--- config.mk ---
export PLATFORM = sky130hd
export DESIGN_NAME = mem_loader
export DESIGN_NICKNAME = d
export VERILOG_FILES = /design/src/rtl/mem_loader_pkg.sv /design/src/rtl/loader_addr_gen.sv /design/src/rtl/mem_loader.sv
export SDC_FILE = /design/constraint.sdc
export NUM_CORES = 1
export LEC_CHECK = 0
export BUFFER_PORTS_ARGS = -buffer_cell sky130_fd_sc_hd__buf_2
export CORE_MARGIN = 5
export CORE_UTILIZATION = 45
export CTS_BUF_LIST = sky130_fd_sc_hd__clkbuf_8
export CTS_CLUSTER_SIZE = 25
export DETAILED_ROUTE_END_ITERATION = 16
export PLACE_DENSITY = 0.67
export SLEW_MARGIN = 20
export SYNTH_ARGS = -nofsm -noshare
export SYNTH_HDL_FRONTEND = slang
export SYNTH_SLANG_ARGS = --single-unit
--- constraint.sdc ---
create_clock -name clk -period 2.8 [get_ports clk]
set_input_delay 0.14 -clock clk [delete_from_list [all_inputs] [get_ports clk]]
set_output_delay 0.14 -clock clk [all_outputs]
set_load 0.01 [all_outputs]
--- src/rtl/mem_loader_pkg.sv ---
// rtl/mem_loader_pkg.sv - shared constants and state encoding for the memory image loader
package mem_loader_pkg;

    localparam int ADDR_W = 9;
    localparam int DATA_W = 8;
    localparam int DEPTH  = 512;

    typedef enum logic [1:0] {
        IDLE   = 2'd0,
        LOAD   = 2'd1,
        VERIFY = 2'd2,
        DONE   = 2'd3
    } state_t;

endpackage

--- src/rtl/loader_addr_gen.sv ---
// rtl/loader_addr_gen.sv - base/count/length tracker producing the wrapped byte address and last flag
//   clk, reset          : clock, synchronous active-high reset
//   load                : latch base_in/length_in and clear count
//   clear               : clear count only (keeps base and length)
//   step                : advance count by one
//   addr                : (base + count) mod 2**ADDR_W
//   last                : count is on the final byte of the region
module loader_addr_gen #(
    parameter int ADDR_W = 9
) (
    input  logic              clk,
    input  logic              reset,
    input  logic              load,
    input  logic [ADDR_W-1:0] base_in,
    input  logic [ADDR_W:0]   length_in,
    input  logic              clear,
    input  logic              step,
    output logic [ADDR_W-1:0] addr,
    output logic              last
);
    import mem_loader_pkg::*;

    localparam logic [ADDR_W:0] ONE = (ADDR_W+1)'(1);

    logic [ADDR_W-1:0] base_q;
    logic [ADDR_W:0]   len_q;
    logic [ADDR_W:0]   count_q;

    always_ff @(posedge clk) begin
        if (reset) begin
            base_q  <= '0;
            len_q   <= '0;
            count_q <= '0;
        end else if (load) begin
            base_q  <= base_in;
            len_q   <= length_in;
            count_q <= '0;
        end else if (clear) begin
            count_q <= '0;
        end else if (step) begin
            count_q <= count_q + ONE;
        end
    end

    // Memory size is a power of two, so dropping the carry is the modulo wrap.
    assign addr = base_q + count_q[ADDR_W-1:0];
    assign last = (count_q == len_q - ONE);

endmodule

--- src/rtl/mem_loader.sv ---
// rtl/mem_loader.sv - streams a program image into memory, reads it back to verify, holds the core meanwhile
//   clk, reset          : clock, synchronous active-high reset
//   start, base_addr, length : load request (sampled in IDLE only)
//   s_valid, s_data, s_ready : incoming image byte stream
//   mem_we, mem_addr, mem_wdata, mem_rdata : shared memory port (rdata combinational)
//   busy, cpu_hold, done, error, checksum  : status
module mem_loader #(
    parameter int ADDR_W = mem_loader_pkg::ADDR_W,
    parameter int DATA_W = mem_loader_pkg::DATA_W,
    parameter int DEPTH  = mem_loader_pkg::DEPTH
) (
    input  logic              clk,
    input  logic              reset,
    input  logic              start,
    input  logic [ADDR_W-1:0] base_addr,
    input  logic [ADDR_W:0]   length,
    input  logic              s_valid,
    input  logic [DATA_W-1:0] s_data,
    output logic              s_ready,
    output logic              mem_we,
    output logic [ADDR_W-1:0] mem_addr,
    output logic [DATA_W-1:0] mem_wdata,
    input  logic [DATA_W-1:0] mem_rdata,
    output logic              busy,
    output logic              cpu_hold,
    output logic              done,
    output logic              error,
    output logic [DATA_W-1:0] checksum
);
    import mem_loader_pkg::*;

    localparam logic [ADDR_W:0] DEPTH_L = (ADDR_W+1)'(DEPTH);

    state_t            state, next_state;
    logic [DATA_W-1:0] vsum;
    logic [DATA_W-1:0] vsum_next;
    logic              err_q;
    logic              length_ok;
    logic              ag_load, ag_clear, ag_step;
    logic [ADDR_W-1:0] ag_addr;
    logic              ag_last;

    loader_addr_gen #(.ADDR_W(ADDR_W)) u_addr_gen (
        .clk       (clk),
        .reset     (reset),
        .load      (ag_load),
        .base_in   (base_addr),
        .length_in (length),
        .clear     (ag_clear),
        .step      (ag_step),
        .addr      (ag_addr),
        .last      (ag_last)
    );

    assign length_ok = (length != '0) && (length <= DEPTH_L);
    assign vsum_next = vsum + mem_rdata;

    always_ff @(posedge clk) begin
        if (reset) begin
            state    <= IDLE;
            checksum <= '0;
            vsum     <= '0;
            err_q    <= 1'b0;
        end else begin
            state <= next_state;
            case (state)
                IDLE: begin
                    if (start) begin
                        if (length_ok) begin
                            checksum <= '0;
                            vsum     <= '0;
                            err_q    <= 1'b0;
                        end else begin
                            err_q <= 1'b1;
                        end
                    end
                end
                LOAD: begin
                    if (s_valid) begin
                        checksum <= checksum + s_data;
                    end
                end
                VERIFY: begin
                    vsum <= vsum_next;
                    // Compare the read-back sum including the byte on the bus this cycle.
                    if (ag_last) begin
                        err_q <= (vsum_next != checksum);
                    end
                end
                DONE: begin
                    err_q <= 1'b0;
                end
                default: ;
            endcase
        end
    end

    always_comb begin
        next_state = state;
        s_ready    = 1'b0;
        mem_we     = 1'b0;
        mem_addr   = '0;
        mem_wdata  = '0;
        busy       = 1'b0;
        cpu_hold   = 1'b0;
        done       = 1'b0;
        error      = 1'b0;
        ag_load    = 1'b0;
        ag_clear   = 1'b0;
        ag_step    = 1'b0;
        case (state)
            IDLE: begin
                if (start) begin
                    if (length_ok) begin
                        ag_load    = 1'b1;
                        next_state = LOAD;
                    end else begin
                        next_state = DONE;
                    end
                end
            end
            LOAD: begin
                s_ready  = 1'b1;
                busy     = 1'b1;
                cpu_hold = 1'b1;
                mem_addr = ag_addr;
                if (s_valid) begin
                    mem_we    = 1'b1;
                    mem_wdata = s_data;
                    if (ag_last) begin
                        ag_clear   = 1'b1;
                        next_state = VERIFY;
                    end else begin
                        ag_step = 1'b1;
                    end
                end
            end
            VERIFY: begin
                busy     = 1'b1;
                cpu_hold = 1'b1;
                mem_addr = ag_addr;
                ag_step  = 1'b1;
                if (ag_last) begin
                    next_state = DONE;
                end
            end
            DONE: begin
                cpu_hold   = 1'b1;
                done       = 1'b1;
                error      = err_q;
                next_state = IDLE;
            end
            default: next_state = IDLE;
        endcase
    end

endmodule

**Yosys cells after proc, flatten, opt, wreduce, memory -nomap -nowiden**

Index checks and enable logic that the tools add are counted.

- Bits in writable memories: 0
- Memories kept: 0
- Input bits: 39
- Flip-flop bits (word level): 48
- Bits in latches: 0
- Output and inout bits: 31
- ROM bits: 0

- Muxes and demuxes: 34
- $lt $le $gt $ge: 1
- Bitwise operators: 0
- Multipliers: 0
- Reductions and logical operators: 13
- Equal/unequal tests: 10
- Shift operators: 0
- Add/subtract/negate cells: 5
- Divide/modulo/power cells: 0

Operators by type and width:

| kind | count |
|---|---|
| 8-bit 2-to-1 mux | 5 |
| 8-bit case mux with 2 select lines | 2 |
| 1-bit 2-to-1 mux | 18 |
| 8-bit adder | 2 |
| 10-bit by 1-bit adder with 10-bit output (second input constant) | 1 |
| 10-bit equality test | 1 |
| 10-bit <= comparator (second input constant) | 1 |
| 2-bit 2-to-1 mux | 5 |
| 2-bit != test (second input constant) | 5 |
| 10-bit nonzero test | 1 |
| 10-bit by 1-bit subtractor with 10-bit output (second input constant) | 1 |
| 9-bit adder | 1 |
| 9-bit 2-to-1 mux | 1 |
| 8-bit != test | 1 |
| 2-bit case mux with 4 select lines | 1 |
| 4-bit AND reduction | 2 |
| 3-bit AND reduction | 2 |
| 3-bit OR reduction | 2 |
| 2-bit equality test (second input constant) | 2 |
| 2-bit nonzero test | 2 |
| 1-bit case mux with 3 select lines | 1 |
| 3-bit nonzero test | 1 |
| 2-bit by 1-bit equality test with 1-bit output (second input constant) | 1 |
| 2-bit logical NOT | 1 |
| other kinds (3) | 3 |

**Longest topological paths before layout**

- Depth in word-level cells: 6
- Depth in mapped cells: 11
- Depth with buffers taken out: 9

**Hierarchy**

From an unflattened synthesis, not the netlist that was laid out.

- Cell total of the unflattened synthesis: 422
- Area total of the unflattened synthesis: 3,592.2 µm²

By module, submodules not included:

| module | area each (µm²) | times used | cells each | seq. area each (µm²) |
|---|---|---|---|---|
| mem_loader | 1,889.3 | 1 | 236 | 380.4 |
| loader_addr_gen | 1,702.9 | 1 | 186 | 580.6 |

**Worst setup path after synthesis**

OpenSTA, ideal clock, no wires.

- Kind: reg2reg
- Start point: reg checksum[1]
- End point: reg checksum[7]
- Data arrival time: 2.437 ns
- Stages on the path, launching flop included: 9
- Path buffers: 0
- Library setup time: 0.074 ns
- Slack: 0.289 ns
- Cells stage by stage: dfxtp_1 > ha_1 > a21o_1 > a21oi_1 > o21bai_1 > a2111oi_0 > nor3b_1 > or4b_1 > a31oi_1

- Cells in the longest elaborated chain, start to end: 3

Ends and longest elaborated chain:

| item | line | RTL |
|---|---|---|
| from (decl) | mem_loader.sv:28 | `output logic [DATA_W-1:0] checksum` |
| from (signal assigned) | mem_loader.sv:80 | `checksum <= checksum + s_data;` |
| 8-bit adder | mem_loader.sv:80 |  |
| 8-bit 2-to-1 mux | mem_loader.sv:79 | `if (s_valid) begin` |
| 8-bit case mux with 2 select lines | mem_loader.sv:66 | `case (state)` |

Every way passes these cells. The select of a mux whose other input is x is not followed.
A chain may end at the register's enable or synchronous reset.

**Worst setup path in the final report**

- Start point: reg u_addr_gen.count_q[0]
- End point: out mem_addr[8]

- Cells in the longest elaborated chain, start to end: 2

Ends and longest elaborated chain:

| item | line | RTL |
|---|---|---|
| from (decl) | loader_addr_gen.sv:27 | `logic [ADDR_W:0] count_q;` |
| from (signal assigned) | loader_addr_gen.sv:41 | `count_q <= count_q + ONE;` |
| 9-bit adder | loader_addr_gen.sv:46 | `assign addr = base_q + count_q[ADDR_W-1:0];` |
| 9-bit 2-to-1 mux | mem_loader.sv:111 | `case (state)` |
| to (decl) | mem_loader.sv:21 | `output logic [ADDR_W-1:0] mem_addr,` |

Every way passes these cells.

==> flow_summary_export.csv <==
group,metric,value,unit
synthesis,ys_seq_elements,48,
power,peakVddDrop,0.000284,V
setup_path,crit_chain,"ha_1 -> fa_1 -> a21o_1 -> a21oi_2 -> o21bai_1 -> a21oi_2 -> o21ai_1 -> xnor2_1 -> and2_1 -> buf_2",
floorplan,coreArea,0.00773,mm2
cts,ctsLongestPathBuffers,2,
synthesis,synthesis.area,0.00356,mm2
layout,layout-drive-gt1-share,0.206,
setup_path,path_max_fanout,6,
placed_design,gp_congestion,0.861,
cts,postCtsSetupBuffers,0,
cts,clk_pin_slew,0.10,ns
global_routing,antenna_found_initial,0,
synthesis,async_flop_share,0,
synthesis,avgSynthCellArea,8.38,um2
setup_path,cp.arrival,2.51,ns
setup_path,crit_family,"compound AO/OA/AOI/OAI gates",
sta,finClkSkew,0.00861,ns
route,drt_iter0_markers,136,
synthesis,synth-seq-area-share,0.270,
route,drc,0,
sta,timing.fmax,0.377,GHz
power,power,2.42,mW
global_routing,grt_pass1_wl,15000,um
cts,clock-root-buffer,"clkbuf_8",
floorplan,ioPinCount,70,
floorplan,start_util,0.461,
synthesis,ys_warn_count,0,
layout,nets,564,
global_routing,first_global_vias,3181,
setup_path,start_kind,"register",
global_routing,use_met3,0.0326,
global_routing,grt.met2_usage,0.307,
setup_path,regToRegSetupSlack,0.27,ns
cts,cts_tree,"done",
route,viasPerCell,5.48,
sta,final_max_slew_viol_count,0,
sta,worst_pin_slew,0.853,ns
global_routing,top_usage_layer,"met2",
global_routing,met1_usage,0.234,
placed_design,hpwl,6740,um
synthesis,synth-main-ff-cell,"dfxtp_1",
sta,timing.hold.ws,0.0574,ns
layout,fin_cells,596,
placed_design,dp.cells,588,
route,vias,3266,
sta,slew_headroom,0.430,
setup_path,worstSetupPathType,"register to output pin",
setup_path,path_buf_inv,1,
sta,hold_violations,0,
floorplan,die_h,99.0,um
cts,h-tree-depth,2,
flow_run,cap_violations,0,
route,totalWireLength,8700,um
cts,clock_latency,0.31,ns
cts,cts_buffers,5,
setup_path,slowest_stage,"fa_1",
route,drt-wirelength-per-cell,14.6,um
layout,fin_util,0.539,
synthesis,synth_edf_count,0,
cts,hold_buffers,0,
power,p_per_area,582,mW/mm2
cts,cts_sinks,48,
setup_path,crit_path_frequent_cell,"a21oi_2",
setup_path,max_stage_delay,0.40,ns
floorplan,die-area,0.00980,mm2
layout,syn_to_final_growth,17.0,%
synthesis,ys_types,58,
outcome,status,"finished clean",
global_routing,grt_overflow,0,
sta,period_needed,2.65,ns
global_routing,globalRouteTotalUtil,0.183,
synthesis,synth_nets,496,
cts,cts_resized,1,
sta,finalSetupViolCount,0,
synthesis,postSynthCellCount,425,
floorplan,chipWidth,99.0,um
power,leakage,1.96,nW
setup_path,worstSetupEndpointType,"output pin",
route,postRouteAntennaNets,0,
global_routing,grt_max_degree,41,
placed_design,port_buffers,69,
floorplan,rows,32,
hold_path,hold_path.class,"primary input to register",
setup_path,critPathRequiredTime,2.66,ns
layout,diodes,0,
route,firstDrtPassIters,4,
sta,fin_crit_sh,0.947,
metal layers:
layer  vias up  share of wire  routed length (um)
li1       1672              -                   -
met1      1507           0.44                3840
met2        68           0.49                4270
met3        19          0.046                 401
met4         0          0.021                 186
met5         -              0                   0
final timing paths:
kind,from,endpoint,cells after the start
worst max-delay path,u_addr_gen.count_q[0],mem_addr[8],10
worst min-delay path,base_addr[0],u_addr_gen.base_q[0],3
worst max register to register,checksum[1],checksum[7],8
worst min register to register,vsum[5],vsum[5],2
registers in the layout, summed over array words and instances, names as in the netlist:
signal and count:
vsum 8, u_addr_gen.len_q 10, checksum 8, err_q 1, state 2, u_addr_gen.count_q 10, u_addr_gen.base_q 9
area by class of cell:
cell class / count / area, um2
Clock inverter: 3 / 42.5
Sequential cell: 48 / 962
Timing Repair Buffer: 79 / 420
Tap cell: 102 / 128
Clock buffer: 5 / 68.8
Fill cell: 730 / 3560
Inverter: 17 / 63.8
Multi-Input combinational cell: 342 / 2480
metrics by stage:
step | setup slack, ns | setup TNS, ns | cell area [um2]
after floorplan | 0.289 | 0 | 3560
after global placement | 0.171 | 0 | 4040
after detailed placement | 0.0794 | 0 | 4040
after CTS | 0.0176 | 0 | 4160
after global routing | -0.00348 | -0.00348 | 4170
final | 0.149 | 0 | 4170
synthesized netlist by cell type, types with 5 or more instances:
master    number  area share
a21o_1         7       0.015
a21oi_1       40       0.056
and2_1        11       0.019
and3_1        12       0.021
clkbuf_1      15       0.016
dfxtp_1       48        0.27
ha_1          29        0.10
inv_1         16       0.017
mux2i_1       20       0.056
nand2_1       16       0.017
nand2b_1      12       0.021
nand3_1       21       0.030
nand4_1        5      0.0088
nor2_1        32       0.034
nor3_1         9       0.013
o21ai_0        7      0.0098
o21ai_1       12       0.017
o21bai_1       5       0.011
or3_1          9       0.016
xnor2_1       24       0.059
xor2_1        13       0.032
cell families after synthesis:
logic type	Yosys count	share of synthesized area
compound gates	110	0.213
simple gates	143	0.215
mux	20	0.0562
buf+inv	35	0.0372
xor+xnor	37	0.0910
fa+ha+maj	32	0.119
flops	48	0.270
power breakdown:
group,switching (mW),internal (mW),total (mW),leakage [nW]
Clock,0.239,0.264,0.504,0.0541
Combinational,0.608,0.471,1.08,1.52
Sequential,0.0860,0.756,0.842,0.390
worst register-to-register path: cells and delay by family (launching register included):
| family | cells | cell delay (ns) |
|---|---|---|
| flip-flops | 1 | 0.33 |
| AND/OR/NAND/NOR | 2 | 0.66 |
| AO/OA/AOI/OAI | 5 | 1.19 |
| adder cells (fa/ha/maj) | 1 | 0.27 |
placed cells by master, fill, tap and decap left out, types with 10 or more instances in the layout:
cell type / count
nand2b_1: 12
nand2_1: 16
o21ai_1: 12
nand3_1: 21
xor2_1: 13
buf_4: 10
and2_1: 11
and3_1: 12
ha_1: 29
a21oi_1: 38
mux2i_1: 20
nor2_1: 32
buf_2: 69
xnor2_1: 24
dfxtp_1: 47
inv_1: 16
No activity file was read; power rests on OpenSTA's default activity.
